File: config.mk
export PLATFORM = sky130hd
export DESIGN_NAME = btn_event
export DESIGN_NICKNAME = d
export VERILOG_FILES = /design/src/rtl/btn_event.sv
export SDC_FILE = /design/constraint.sdc
export NUM_CORES = 1
export LEC_CHECK = 0
export CAP_MARGIN = 15
export CORE_MARGIN = 10
export CORE_UTILIZATION = 60
export CTS_CLUSTER_SIZE = 16
export DETAILED_ROUTE_END_ITERATION = 10
export GPL_ROUTABILITY_DRIVEN = 0
export PLACE_DENSITY = 0.79
export SLEW_MARGIN = 0
export SYNTH_ARGS = -nofsm -noshare
export SYNTH_HDL_FRONTEND = slang
export SYNTH_SLANG_ARGS = --single-unit
File: constraint.sdc
create_clock -name clk -period 4.25 [get_ports clk]
set_input_delay 1.275 -clock clk [delete_from_list [all_inputs] [get_ports clk]]
set_output_delay 1.275 -clock clk [all_outputs]
set_load 0.02 [all_outputs]
File: src/rtl/btn_event.sv
// Per-button press / long-press / auto-repeat event generator.
// Each button runs its own FSM; all events merge into one valid/ready stream.
module btn_event #(
   parameter int N             = 5,
   parameter int CNT_WIDTH     = 24,
   parameter int HOLD_CYCLES   = 10_000_000,
   parameter int REPEAT_CYCLES = 2_500_000,
   localparam int IW           = (N > 1) ? $clog2(N) : 1
) (
   input  logic          clk,
   input  logic          rst,
   input  logic [N-1:0]  level,
   output logic [N-1:0]  press,
   output logic [N-1:0]  repeat_p,
   output logic [N-1:0]  release_p,
   output logic [N-1:0]  held,
   output logic          ev_valid,
   input  logic          ev_ready,
   output logic [IW-1:0] ev_code,
   output logic [1:0]    ev_kind,
   output logic          ev_overflow
);

   typedef enum logic [1:0] {
      S_IDLE    = 2'd0,
      S_PRESSED = 2'd1,
      S_HELD    = 2'd2
   } state_e;

   localparam logic [CNT_WIDTH-1:0] HOLD_LAST = CNT_WIDTH'(HOLD_CYCLES - 1);
   localparam logic [CNT_WIDTH-1:0] REP_LAST  = CNT_WIDTH'(REPEAT_CYCLES - 1);
   localparam logic [CNT_WIDTH-1:0] CNT_ONE   = CNT_WIDTH'(1);

   state_e               state_q [N];
   state_e               state_d [N];
   logic [CNT_WIDTH-1:0] timer_q [N];
   logic [CNT_WIDTH-1:0] timer_d [N];

   logic [N-1:0] prs_q, prs_d;
   logic [N-1:0] rep_q, rep_d;
   logic [N-1:0] rel_q, rel_d;
   logic [N-1:0] pp_q, pp_d;
   logic [N-1:0] pr_q, pr_d;
   logic [N-1:0] pl_q, pl_d;
   logic         ovf_q, ovf_d;

   logic [N-1:0]  any_pend;
   logic [N-1:0]  sel_oh;
   logic [IW-1:0] sel_idx;
   logic [1:0]    sel_kind;
   logic          sel_found;
   logic          accept;
   logic [N-1:0]  clr_pp, clr_pr, clr_pl;
   logic [N-1:0]  lost;

   // Per-button state machines
   always_comb begin
      prs_d = '0;
      rep_d = '0;
      rel_d = '0;
      for (int i = 0; i < N; i++) begin
         state_d[i] = state_q[i];
         timer_d[i] = timer_q[i];
         unique case (state_q[i])
            S_IDLE: begin
               if (level[i]) begin
                  state_d[i] = S_PRESSED;
                  timer_d[i] = '0;
                  prs_d[i]   = 1'b1;
               end
            end
            S_PRESSED: begin
               if (!level[i]) begin
                  state_d[i] = S_IDLE;
                  timer_d[i] = '0;
                  rel_d[i]   = 1'b1;
               end else if (timer_q[i] == HOLD_LAST) begin
                  state_d[i] = S_HELD;
                  timer_d[i] = '0;
                  rep_d[i]   = 1'b1;
               end else begin
                  timer_d[i] = timer_q[i] + CNT_ONE;
               end
            end
            S_HELD: begin
               if (!level[i]) begin
                  state_d[i] = S_IDLE;
                  timer_d[i] = '0;
                  rel_d[i]   = 1'b1;
               end else if (timer_q[i] == REP_LAST) begin
                  timer_d[i] = '0;
                  rep_d[i]   = 1'b1;
               end else begin
                  timer_d[i] = timer_q[i] + CNT_ONE;
               end
            end
            default: begin
               state_d[i] = S_IDLE;
               timer_d[i] = '0;
            end
         endcase
      end
   end

   // Lowest index wins; within a button press > repeat > release
   always_comb begin
      any_pend  = pp_q | pr_q | pl_q;
      sel_oh    = '0;
      sel_idx   = '0;
      sel_kind  = 2'b00;
      sel_found = 1'b0;
      for (int i = 0; i < N; i++) begin
         if (!sel_found && any_pend[i]) begin
            sel_found = 1'b1;
            sel_oh[i] = 1'b1;
            sel_idx   = IW'(i);
            if (pp_q[i])      sel_kind = 2'b01;
            else if (pr_q[i]) sel_kind = 2'b10;
            else              sel_kind = 2'b11;
         end
      end
   end

   always_comb begin
      accept = sel_found & ev_ready;
      clr_pp = sel_oh & {N{accept && sel_kind == 2'b01}};
      clr_pr = sel_oh & {N{accept && sel_kind == 2'b10}};
      clr_pl = sel_oh & {N{accept && sel_kind == 2'b11}};
      lost   = (prs_d & pp_q & ~clr_pp)
             | (rep_d & pr_q & ~clr_pr)
             | (rel_d & pl_q & ~clr_pl);
      // A set on the accepted bit wins, keeping the fresh event
      pp_d   = (pp_q & ~clr_pp) | prs_d;
      pr_d   = (pr_q & ~clr_pr) | rep_d;
      pl_d   = (pl_q & ~clr_pl) | rel_d;
      ovf_d  = ovf_q | (|lost);
   end

   always_ff @(posedge clk) begin
      if (rst) begin
         for (int i = 0; i < N; i++) begin
            state_q[i] <= S_IDLE;
            timer_q[i] <= '0;
         end
         prs_q <= '0;
         rep_q <= '0;
         rel_q <= '0;
         pp_q  <= '0;
         pr_q  <= '0;
         pl_q  <= '0;
         ovf_q <= 1'b0;
      end else begin
         for (int i = 0; i < N; i++) begin
            state_q[i] <= state_d[i];
            timer_q[i] <= timer_d[i];
         end
         prs_q <= prs_d;
         rep_q <= rep_d;
         rel_q <= rel_d;
         pp_q  <= pp_d;
         pr_q  <= pr_d;
         pl_q  <= pl_d;
         ovf_q <= ovf_d;
      end
   end

   always_comb begin
      for (int i = 0; i < N; i++) begin
         held[i] = (state_q[i] == S_HELD);
      end
   end

   assign press       = prs_q;
   assign repeat_p    = rep_q;
   assign release_p   = rel_q;
   assign ev_valid    = sel_found;
   assign ev_code     = sel_idx;
   assign ev_kind     = sel_kind;
   assign ev_overflow = ovf_q;

endmodule

After elaboration in Yosys (flattened, before gate mapping)
Memory sizes are Yosys's and may differ from the RTL's.
Index checks and enable logic that the tools add are counted.
{ "totals": {"regBits": 31, "latchBits": 0, "ram_bits": 130, "rom_bits": 0, "inputBits": 8, "output_inout_bits": 27, "elab_cells": 234, "n_memories": 2} }
{ "mem_list": {"columns": ["memory", "depth", "width", "rd", "rd_ports_with_merged_regs", "wr", "line_no", "rtl"], "rows": [
  ["timer_q", 5, 24, 5, 0, 5, "36", "logic [CNT_WIDTH-1:0] timer_q [N];"],
  ["state_q", 5, 2, 5, 0, 5, "34", "state_e state_q [N];"]
]} }
{ "classes": {"add_sub_neg": 5, "mul": 0, "div_mod_pow": 0, "order_cmp": 0, "n_eq_ne": 23, "n_shift": 0, "muxes": 141, "n_bitwise": 34, "n_reduce_logical": 22} }
{ "ops": {"columns": ["cell", "n"], "rows": [
  ["24-bit 2-to-1 mux", 30],
  ["24-bit one-hot mux with 3 select lines", 5],
  ["24-bit by 1-bit adder with 24-bit output (second input constant)", 5],
  ["24-bit by 22-bit equality test with 1-bit output (second input constant)", 5],
  ["24-bit equality test (second input constant)", 5],
  ["2-bit 2-to-1 mux", 35],
  ["5-bit bitwise AND", 12],
  ["1-bit 2-to-1 mux", 58],
  ["5-bit OR", 7],
  ["2-bit one-hot mux with 3 select lines", 5],
  ["5-bit NOT", 3],
  ["2-bit equality test (second input constant)", 7],
  ["2-bit by 1-bit equality test with 1-bit output (second input constant)", 6],
  ["1-bit OR", 11],
  ["2-bit logical NOT", 5],
  ["1-bit one-hot mux with 2 select lines", 5],
  ["2-bit OR reduction", 5],
  ["3-bit 2-to-1 mux", 3],
  ["1-bit logical AND", 7],
  ["5-bit OR reduction", 1],
  ["1-bit logical NOT", 4],
  ["1-bit bitwise AND", 1]
]} }

Longest topological paths before layout
Gate-level depths: netlist of run 1.
{ "logic_depth": {"depth_word": 24, "mapped_depth": 10, "depth_no_buf": 9} }

Worst setup path after synthesis of run 1
No wires, ideal clock.
{ "synth_timing": {"path_kind": "reg2out", "from": "reg pr_q[1]", "to": "out ev_kind[0]", "arrival_time_ns": 1.632, "t_required_ns": 2.975, "slack_ns": 1.343, "path_stages_with_launch": 6, "n_path_buf": 0, "path_cell_list": "dfxtp_1 -> or3_4 -> nor4_4 -> or3_1 -> nor2_1 -> nor2_1"} }
{ "synth_via": {"elab_chain_len": 13, "elab_cells_between_ends": 18, "cone_classes": "9 x mux; 2 x bitwise; 7 x reduce/logical"} }
{ "synth_lines": {"columns": ["item", "line_no", "rtl"], "rows": [
  ["from (decl)", "43", "logic [N-1:0] pr_q, pr_d;"],
  ["from (signal assigned)", "161", "pr_q <= pr_d;"],
  ["5-bit OR (2 in series)", "107", "any_pend = pp_q | pr_q | pl_q;"],
  ["1-bit logical AND", "113", "if (!sel_found && any_pend[i]) begin"],
  ["1-bit 2-to-1 mux", "113", null],
  ["1-bit logical NOT", "113", null],
  ["1-bit logical AND", "113", null],
  ["1-bit 2-to-1 mux", "113", null],
  ["1-bit logical NOT", "113", null],
  ["1-bit logical AND", "113", null],
  ["1-bit 2-to-1 mux", "113", null],
  ["1-bit logical NOT", "113", null],
  ["1-bit logical AND", "113", null],
  ["2-bit 2-to-1 mux (*)", "113", null],
  ["to (decl)", "20", "output logic [1:0] ev_kind,"]
]} }
Mark *: on every way between the ends. The rest lies on a longest branch, timed or not.

Worst setup path in the final report of run 1
{ "layout_timing": {"from": "reg pp_q[1]", "to": "out ev_kind[0]"} }
{ "layout_via": {"elab_chain_len": 13, "elab_cells_between_ends": 17, "cone_classes": "8 x mux; 2 x bitwise; 7 x reduce/logical"} }
{ "layout_lines": {"columns": ["item", "line_no", "rtl"], "rows": [
  ["from (decl)", "42", "logic [N-1:0] pp_q, pp_d;"],
  ["from (signal assigned)", "160", "pp_q <= pp_d;"],
  ["5-bit OR (2 in series)", "107", null],
  ["1-bit logical AND", "113", null],
  ["1-bit 2-to-1 mux", "113", null],
  ["1-bit logical NOT", "113", null],
  ["1-bit logical AND", "113", null],
  ["1-bit 2-to-1 mux", "113", null],
  ["1-bit logical NOT", "113", null],
  ["1-bit logical AND", "113", null],
  ["1-bit 2-to-1 mux", "113", null],
  ["1-bit logical NOT", "113", null],
  ["1-bit logical AND", "113", null],
  ["2-bit 2-to-1 mux (*)", "113", null]
]} }
Marks and branches as above.

==> impl_metrics.py, run 1 <==
metrics = {
    "finish": {
        "n_fill_cell": 1237,
        "multi_input_area_um2": 5530,
        "final_common_cell": "dfxtp_1",
        "layout_common_cells": "dfxtp_1, nor2_1, a21oi_1, nand2_1, o21ai_0",
        "syn_to_final_growth_pct": 11.6,
        "final-seq-area_um2": 3220,
        "final_nets": 1223,
        "antennaDiodeCount": 0,
        "drive_above_1_share_pct": 5.46,
    },
    "global_routing": {
        "overflow": 0,
        "grt_max_degree": 75,
        "grt_antenna_before_repair": 0,
        "grt_pass1_wl_um": 37500,
        "grt_pass1_vias": 7945,
        "grt_usage_pct": 21.6,
    },
    "timing": {
        "layout_setup_ws_ns": 0.290,
        "clock_skew_ns": 0.0121,
        "fin_crit_sh_pct": 93.2,
        "fin_setup_tns_ns": 0,
        "fmaxAchievable_ghz": 0.253,
        "worstMarginPinSlew_ns": 0.909,
        "hold_ws_ns": 0.477,
        "finalHoldViolCount": 0,
        "finalMaxSlewViolations": 0,
        "period_needed_ns": 3.96,
        "slew_headroom_pct": 39.3,
        "final-setup-viol-count": 0,
        "rsz0062_at_grt": "no",
    },
    "outcome": {
        "status": "finished clean",
    },
    "die": {
        "rows": 44,
        "io_pins": 35,
        "core_um2": 14700,
        "die_x_um": 143,
        "dieArea_um2": 20500,
        "die_h_um": 143,
        "start_util_pct": 61.8,
    },
    "placement": {
        "port-buffer-count": 34,
        "dp_hpwl_um": 15000,
        "preCtsSetupSlack_ns": 0.560,
    },
    "power": {
        "total_power_mw": 3.76,
        "p_per_area_nw_per_um2": 371,
        "total_leakage_power_nw": 3.23,
        "ir_drop_uv": 321,
    },
    "worst_setup_path": {
        "cp-start-kind": "flip-flop",
        "crit_type": "flip-flop to output pin",
        "cp-endpoint": "ev_kind[0]",
        "critPathLaunch": "pp_q[1]",
        "cp_data_required_time_ns": 2.97,
        "cp_max_fo": 8,
        "regToRegStartpoint": "timer_q[0][0]",
        "endpoint_kind": "output pin",
        "reg2reg_slack_ns": 1.32,
        "cp_data_arrival_time_ns": 2.69,
        "r2r_cells": 8,
        "r2r-end": "timer_q[0][5]",
    },
    "min_path": {
        "hold_class": "flip-flop to flip-flop",
    },
    "synth": {
        "syn_nets": 1219,
        "ys.flop_type": "dfxtp_1",
        "synth_edf_count": 0,
        "synth_top_cell_area_share_pct": 35.5,
        "ys_top_cells_by_area": "dfxtp_1, a21oi_1, nor2_1",
        "yosys.area.top_type": "dfxtp_1",
        "yosysWarningCount": 0,
        "yosysUniqueCellTypes": 68,
        "synth-seq-cells": 161,
        "synthArstFlopShare_pct": 0,
        "syn_area_um2": 9080,
        "avgSynthCellArea_um2": 7.63,
        "synthCells": 1191,
        "synth_seq_area_share_pct": 35.5,
    },
    "detailed_routing": {
        "ant_nets": 0,
        "drc": 0,
        "wirelength_um": 22200,
        "firstDrtPassIters": 5,
        "drtIter0Drc": 762,
        "wl_per_cell_um": 16.0,
        "vias": 8880,
        "vias_per_cell": 6.38,
    },
    "clock_network": {
        "cts_buffer_depth": 2,
        "cts_tree": "done",
        "numCtsBuffers": 17,
        "clk_pin_slew_ns": 0.07,
        "cts-root-buf": "clkbuf_16",
        "clk-insertion-delay-late_ns": 0.44,
        "cts_sinks": 161,
        "post_cts_resized": 0,
        "hold_buffers": 0,
        "h-tree-depth": 4,
        "postCtsSetupRepairBufs": 0,
    },
    "flow_run": {
        "maxCapViolations": 0,
    },
}
-- stage by stage --
| step | cells | utilization (%) | cell area [µm²] |
|---|---|---|---|
| after global routing | 1392 | 68.9 | 10100 |
| after CTS | 1392 | 68.9 | 10100 |
| after detailed placement | 1360 | 64.6 | 9500 |
| after global placement | 1360 | 64.6 | 9500 |
| after floorplan | 1191 | - | 9080 |
| final | 1392 | 68.9 | 10100 |
-- worst min-delay path by stage --
stage	endpoint	cells after the start	slack, ns	from
2_1_floorplan	timer_q[0][100]	2	0.45	timer_q[0][100]
3_3_place_gp	state_q[0][7]	2	0.46	state_q[0][7]
3_5_place_dp	state_q[0][7]	2	0.47	state_q[0][7]
4_1_cts	state_q[0][7]	2	0.48	state_q[0][7]
5_1_grt	state_q[0][7]	2	0.50	state_q[0][7]
6_report	state_q[0][7]	2	0.48	state_q[0][7]
-- area by class of cell --
class | count | area share, %
multi-input combinational | 949 | 54.5
sequential | 161 | 31.8
clock buffer | 19 | 4.47
timing repair buffer | 46 | 4.35
tap | 184 | 2.27
clock inverter | 13 | 1.83
inverter | 20 | 0.741
-- Yosys cell counts (20+ instances only) --
cell type and instances:
o21ai_0 72, nor3b_1 20, nand3_1 52, clkbuf_1 45
dfxtp_1 161, nand4_1 22, nor3_1 29, nor2_1 139
nand2_1 125, inv_1 20, a21oi_1 131, or3_1 26
nor4_1 24, ha_1 20, a311oi_1 29
-- kinds of logic after synthesis --
group	synth area share (%)
mux	0.331
simple gates	34.4
fa+ha+maj	2.75
compound gates	23.2
flops	35.5
buf+inv	3.68
xor+xnor	0.193
-- metal layers --
metal	part of all wire (%)	up-vias	global-route usage, %
met3	4.7	40	4.58
met2	48	222	34.9
li1	-	4426	-
met5	0	-	0
met4	2.4	0	8.74
met1	45	4192	27.6
-- worst max-delay path: stages, from the launching register on --
cell and delay [ns]:
dfxtp_1 0.38, or3_4 0.44, nor4_4 0.35, or3_1 0.22, nor2_1 0.08, nor2_1 0.15, clkdlybuf4s50_1 0.63
-- registers in the layout, indices dropped and copies added (netlist names) --
register and count:
timer_q 120, state_q 10, pl_q 5, pp_q 5, pr_q 5, press 5, release_p 5, repeat_p 5
ev_overflow 1
-- report_power, final --
| part | total [mW] | switching, mW | internal [mW] | leakage, nW |
|---|---|---|---|---|
| Sequential | 1.57 | 0.0312 | 1.54 | 1.30 |
| Combinational | 0.543 | 0.348 | 0.196 | 1.62 |
| Clock | 1.64 | 0.631 | 1.01 | 0.309 |
(Power assumes the default switching activity.)
==> inputs of run 2 (changes only) <==
CORE_UTILIZATION = 56   (was 60)
PLACE_DENSITY = 0.77   (was 0.79)
clock period = 3.6 ns   (was 4.25 ns; I/O delays follow)
==> impl_metrics.py, run 2 (synthesized netlist as in run 1, its figures left out) <==
metrics = {
    "outcome": {
        "status": "finished clean",
    },
    "power": {
        "p_clk_share_pct": 40.2,
        "comb_power_share_pct": 15.7,
        "p_seq_share_pct": 44.0,
        "swShare_pct": 28.3,
        "ir_drop_uv": 378,
        "p_switching_mw": 1.19,
        "p_per_area_nw_per_um2": 416,
        "total_leakage_power_nw": 3.22,
        "p_int_mw": 3.02,
    },
    "worst_setup_path": {
        "path_cells": "or2_1, or4b_1, o221a_2, clkdlybuf4s50_1",
        "cpLargestDelayFamily": "simple AND/OR/NAND/NOR gates",
        "cp_data_required_time_ns": 2.52,
        "cp_num_buf_inv": 1,
        "slowest_delay_ns": 0.55,
        "r2r_cells": 8,
        "path_depth": 4,
        "cp-start-kind": "flip-flop",
        "crit_type": "flip-flop to output pin",
        "critPathLaunch": "pl_q[0]",
        "regToRegStartpoint": "timer_q[0][0]",
        "slowest_stage": "clkdlybuf4s50_1",
        "cp_max_fo": 6,
        "cp_data_arrival_time_ns": 2.40,
        "endpoint_kind": "output pin",
    },
    "finish": {
        "multi_input_area_um2": 5530,
        "antennaDiodeCount": 0,
        "top_register": "timer_q",
        "drive_above_1_share_pct": 5.85,
        "largest_reg_flops": 120,
        "final-seq-area_um2": 3220,
        "syn_to_final_growth_pct": 11.5,
        "n_fill_cell": 1439,
        "postLayoutCoreUtil_pct": 63.8,
        "layout_common_cells": "dfxtp_1, nor2_1, a21oi_1, nand2_1, o21ai_0",
        "largestRegisters": "timer_q: 120 flops, state_q: 10 flops",
        "final_common_cell": "dfxtp_1",
        "final_nets": 1230,
    },
    "die": {
        "dieArea_um2": 21700,
        "io_pins": 35,
        "core_um2": 15900,
        "die_h_um": 147,
        "die_x_um": 147,
        "rows": 46,
        "start_util_pct": 57.2,
    },
    "min_path": {
        "hold_class": "flip-flop to flip-flop",
        "worstHoldPathCells": 2,
        "hp-start": "state_q[0][7]",
    },
    "timing": {
        "final-setup-viol-count": 0,
        "fin_crit_sh_pct": 96.5,
        "rsz0062_at_grt": "no",
        "period_needed_ns": 3.48,
        "finalMaxSlewViolations": 0,
        "worstMarginPinSlew_ns": 0.960,
        "fin_setup_tns_ns": 0,
        "slew_headroom_pct": 35.9,
        "fmaxAchievable_ghz": 0.288,
        "finalHoldViolCount": 0,
        "clock_skew_ns": 0.00758,
    },
    "global_routing": {
        "grt_antenna_before_repair": 0,
        "overflow": 0,
        "grt_pass1_wl_um": 38800,
        "grt_pass1_vias": 8266,
        "grt_usage_pct": 20.7,
        "grt_max_degree": 57,
    },
    "detailed_routing": {
        "firstDrtPassIters": 5,
        "ant_nets": 0,
        "wirelength_um": 22800,
        "wl_per_cell_um": 15.9,
        "drc": 0,
        "drtIter0Drc": 598,
        "vias": 8972,
        "vias_per_cell": 6.27,
    },
    "clock_network": {
        "h-tree-depth": 4,
        "numCtsBuffers": 17,
        "cts_sinks": 161,
        "cts-root-buf": "clkbuf_16",
        "cts_tree": "done",
        "cts_buffer_depth": 2,
        "clk_pin_slew_ns": 0.06,
        "hold_buffers": 0,
        "clk-insertion-delay-late_ns": 0.44,
    },
    "placement": {
        "port-buffer-count": 34,
        "dp_hpwl_um": 15500,
    },
    "flow_run": {
        "maxCapViolations": 0,
    },
}
run 2: power by group through the flow:
stage | logic [mW] | clock network, mW | registers [mW]
after floorplan | 0.436 | 0 | 1.90
after global placement | 0.650 | 0 | 1.89
after detailed placement | 0.654 | 0 | 1.89
after CTS | 0.657 | 1.71 | 1.85
after global routing | 0.729 | 1.79 | 1.86
final | 0.662 | 1.69 | 1.86
run 2: per-layer routing:
layer	vias up	global-route usage, %	wire length [µm]
met4	0	8.92	535
met1	4273	26.7	10500
met3	42	3.88	1080
li1	4445	-	-
met5	-	0	0
met2	212	33.0	10700
run 2: worst paths after layout:
| path | endpoint | slack (ns) |
|---|---|---|
| setup reg to reg | timer_q[0][5] | 0.72 |
| hold reg to reg | state_q[0][7] | 0.48 |
| setup / recovery | ev_kind[1] | 0.12 |
| hold / removal | state_q[0][7] | 0.48 |
run 2: tightest hold or removal path, cell delays in order (launching register included):
cell and delay (ns):
dfxtp_1 0.32, nand2_1 0.06, a21oi_1 0.05
run 2: cell type report:
type	instances	area share (%)
Clock buffer	20	4.41
Timing Repair Buffer	53	4.85
Clock inverter	11	0.902
Sequential cell	161	31.8
Tap cell	216	2.67
Inverter	20	0.741
Multi-Input combinational cell	949	54.6
run 2: timing repair:
action	4_1_cts	5_1_grt
buffers inserted	0	0
pin swaps	0	0
resized for setup	1	1
setup endpoints to repair	1	1
run 2: through the flow:
stage | setup slack, ns | power (mW) | std cells | area (µm²) | hold WS, ns
4_1_cts | 0.114 | 4.22 | 1430 | 10100 | 0.481
3_3_place_gp | 0.344 | 2.54 | 1399 | 9590 | 0.464
3_5_place_dp | 0.360 | 2.55 | 1399 | 9590 | 0.471
6_report | 0.124 | 4.21 | 1430 | 10100 | 0.481
2_1_floorplan | 0.888 | 2.33 | 1191 | 9080 | 0.449
5_1_grt | 0.0570 | 4.38 | 1430 | 10100 | 0.504
==> inputs of run 3 (changes only) <==
PLACE_DENSITY = default   (was 0.77)
PLACE_DENSITY_LB_ADDON = 0.2   (was default)
clock period = 3.1 ns   (was 3.6 ns; I/O delays follow)
==> impl_metrics.py, run 3 (synthesized netlist as in run 1, its figures left out) <==
metrics = {
    "finish": {
        "layout_common_cells": "dfxtp_1, nor2_1, a21oi_1, nand2_1, o21ai_0",
        "largestRegisters": "timer_q: 120 flops, state_q: 10 flops",
        "final_nets": 1254,
        "syn_to_final_growth_pct": 14.5,
        "drive_above_1_share_pct": 8.00,
        "antennaDiodeCount": 0,
        "instances_no_fill": 1454,
        "n_fill_cell": 1442,
        "final_common_cell": "dfxtp_1",
        "largest_reg_flops": 120,
        "top_register": "timer_q",
    },
    "die": {
        "die_h_um": 147,
        "die_x_um": 147,
        "core_um2": 15900,
        "io_pins": 35,
        "dieArea_um2": 21700,
        "start_util_pct": 57.2,
        "rows": 46,
    },
    "power": {
        "p_switching_mw": 1.38,
        "p_int_mw": 3.75,
        "total_leakage_power_nw": 3.41,
        "swShare_pct": 27.0,
        "p_clk_share_pct": 42.1,
        "ir_drop_uv": 450,
        "p_per_area_nw_per_um2": 493,
        "p_seq_share_pct": 41.9,
        "comb_power_share_pct": 15.9,
    },
    "detailed_routing": {
        "wirelength_um": 23500,
        "wl_per_cell_um": 16.2,
        "firstDrtPassIters": 5,
        "vias_per_cell": 6.22,
        "ant_nets": 0,
        "drc": 0,
        "vias": 9037,
        "drtIter0Drc": 546,
    },
    "flow_run": {
        "maxCapViolations": 0,
    },
    "clock_network": {
        "clk_pin_slew_ns": 0.06,
        "cts_buffer_depth": 2,
        "cts_tree": "done",
        "hold_buffers": 0,
        "clk-insertion-delay-late_ns": 0.43,
        "h-tree-depth": 4,
        "cts-root-buf": "clkbuf_16",
        "numCtsBuffers": 17,
        "cts_sinks": 161,
    },
    "timing": {
        "worstMarginPinSlew_ns": 0.619,
        "fin_setup_tns_ns": 0,
        "rsz0062_at_grt": "no",
        "clock_skew_ns": 0.0106,
        "layout_setup_ws_ns": 0.0850,
        "final-setup-viol-count": 0,
        "fmaxAchievable_ghz": 0.332,
        "finalMaxSlewViolations": 0,
        "hold_ws_ns": 0.471,
        "fin_crit_sh_pct": 97.3,
        "finalHoldViolCount": 0,
        "slew_headroom_pct": 58.4,
        "period_needed_ns": 3.02,
    },
    "global_routing": {
        "grt_usage_pct": 21.2,
        "grt_pass1_vias": 8291,
        "grt_max_degree": 54,
        "grt_antenna_before_repair": 0,
        "grt_pass1_wl_um": 39600,
        "overflow": 0,
    },
    "placement": {
        "port-buffer-count": 34,
        "preCtsSetupSlack_ns": 0.0813,
        "dp_hpwl_um": 16300,
        "dp.cells": 1422,
    },
    "outcome": {
        "status": "finished clean",
    },
    "min_path": {
        "hold_class": "flip-flop to flip-flop",
    },
    "worst_setup_path": {
        "cp_max_fo": 6,
        "cp_data_arrival_time_ns": 2.09,
        "cp-start-kind": "flip-flop",
        "crit_type": "flip-flop to output pin",
        "endpoint_kind": "output pin",
        "cp_data_required_time_ns": 2.17,
    },
}
==> run 3: area by class of cell <==
| type | instances | area (µm²) | share of cell area, % |
|---|---|---|---|
| multi-input cells | 949 | 5550 | 53.4 |
| flip-flops and latches | 161 | 3220 | 31.0 |
| repair buffers | 77 | 679 | 6.53 |
| clock buffers | 21 | 470 | 4.52 |
| well taps | 216 | 270 | 2.60 |
| clock inverters | 10 | 134 | 1.29 |
| inverters | 20 | 75.1 | 0.722 |
==> run 3: path summary, 6_finish.rpt <==
path	start	slack [ns]	end	cells past startpoint
setup / recovery	pr_q[0]	0.08	ev_kind[0]	6
hold / removal	state_q[0][7]	0.47	state_q[0][7]	2
setup reg to reg	timer_q[0][0]	0.40	timer_q[0][13]	9
hold reg to reg	state_q[0][7]	0.47	state_q[0][7]	2
==> run 3: per-layer routing <==
metal	track usage, %	vias up	share of wire [%]
li1	-	4506	-
met1	26.2	4262	45
met2	35.6	229	48
met3	4.30	40	4.4
met4	7.98	0	2.5
met5	0	-	0
==> run 3: critical path: stages, from the launching register on <==
cell,delay (ns)
dfxtp_1,0.37
or3_4,0.41
nor4_4,0.32
or3_4,0.18
nor2_1,0.05
nor2_1,0.14
buf_2,0.19
==> run 3: through the flow <==
step                      area, µm²  utilization (%)  total power [mW]
after floorplan                9080                -              2.71
after global placement         9770             61.5              2.99
after detailed placement       9770             61.5              3.00
after CTS                     10400             65.3              5.15
after global routing          10400             65.5              5.34
final                         10400             65.5              5.13
==> run 3: timing repair <==
action	in CTS	in global routing
gates resized for setup	8	7
endpoints found under the setup margin	5	4
pin swaps	1	0
setup buffers	1	0
==> run 3: power groups by stage <==
stage | clock [mW] | sequential [mW] | combinational [mW]
after floorplan | 0 | 2.20 | 0.506
after global placement | 0 | 2.19 | 0.795
after detailed placement | 0 | 2.19 | 0.805
after CTS | 2.20 | 2.15 | 0.805
after global routing | 2.29 | 2.15 | 0.895
final | 2.16 | 2.15 | 0.816
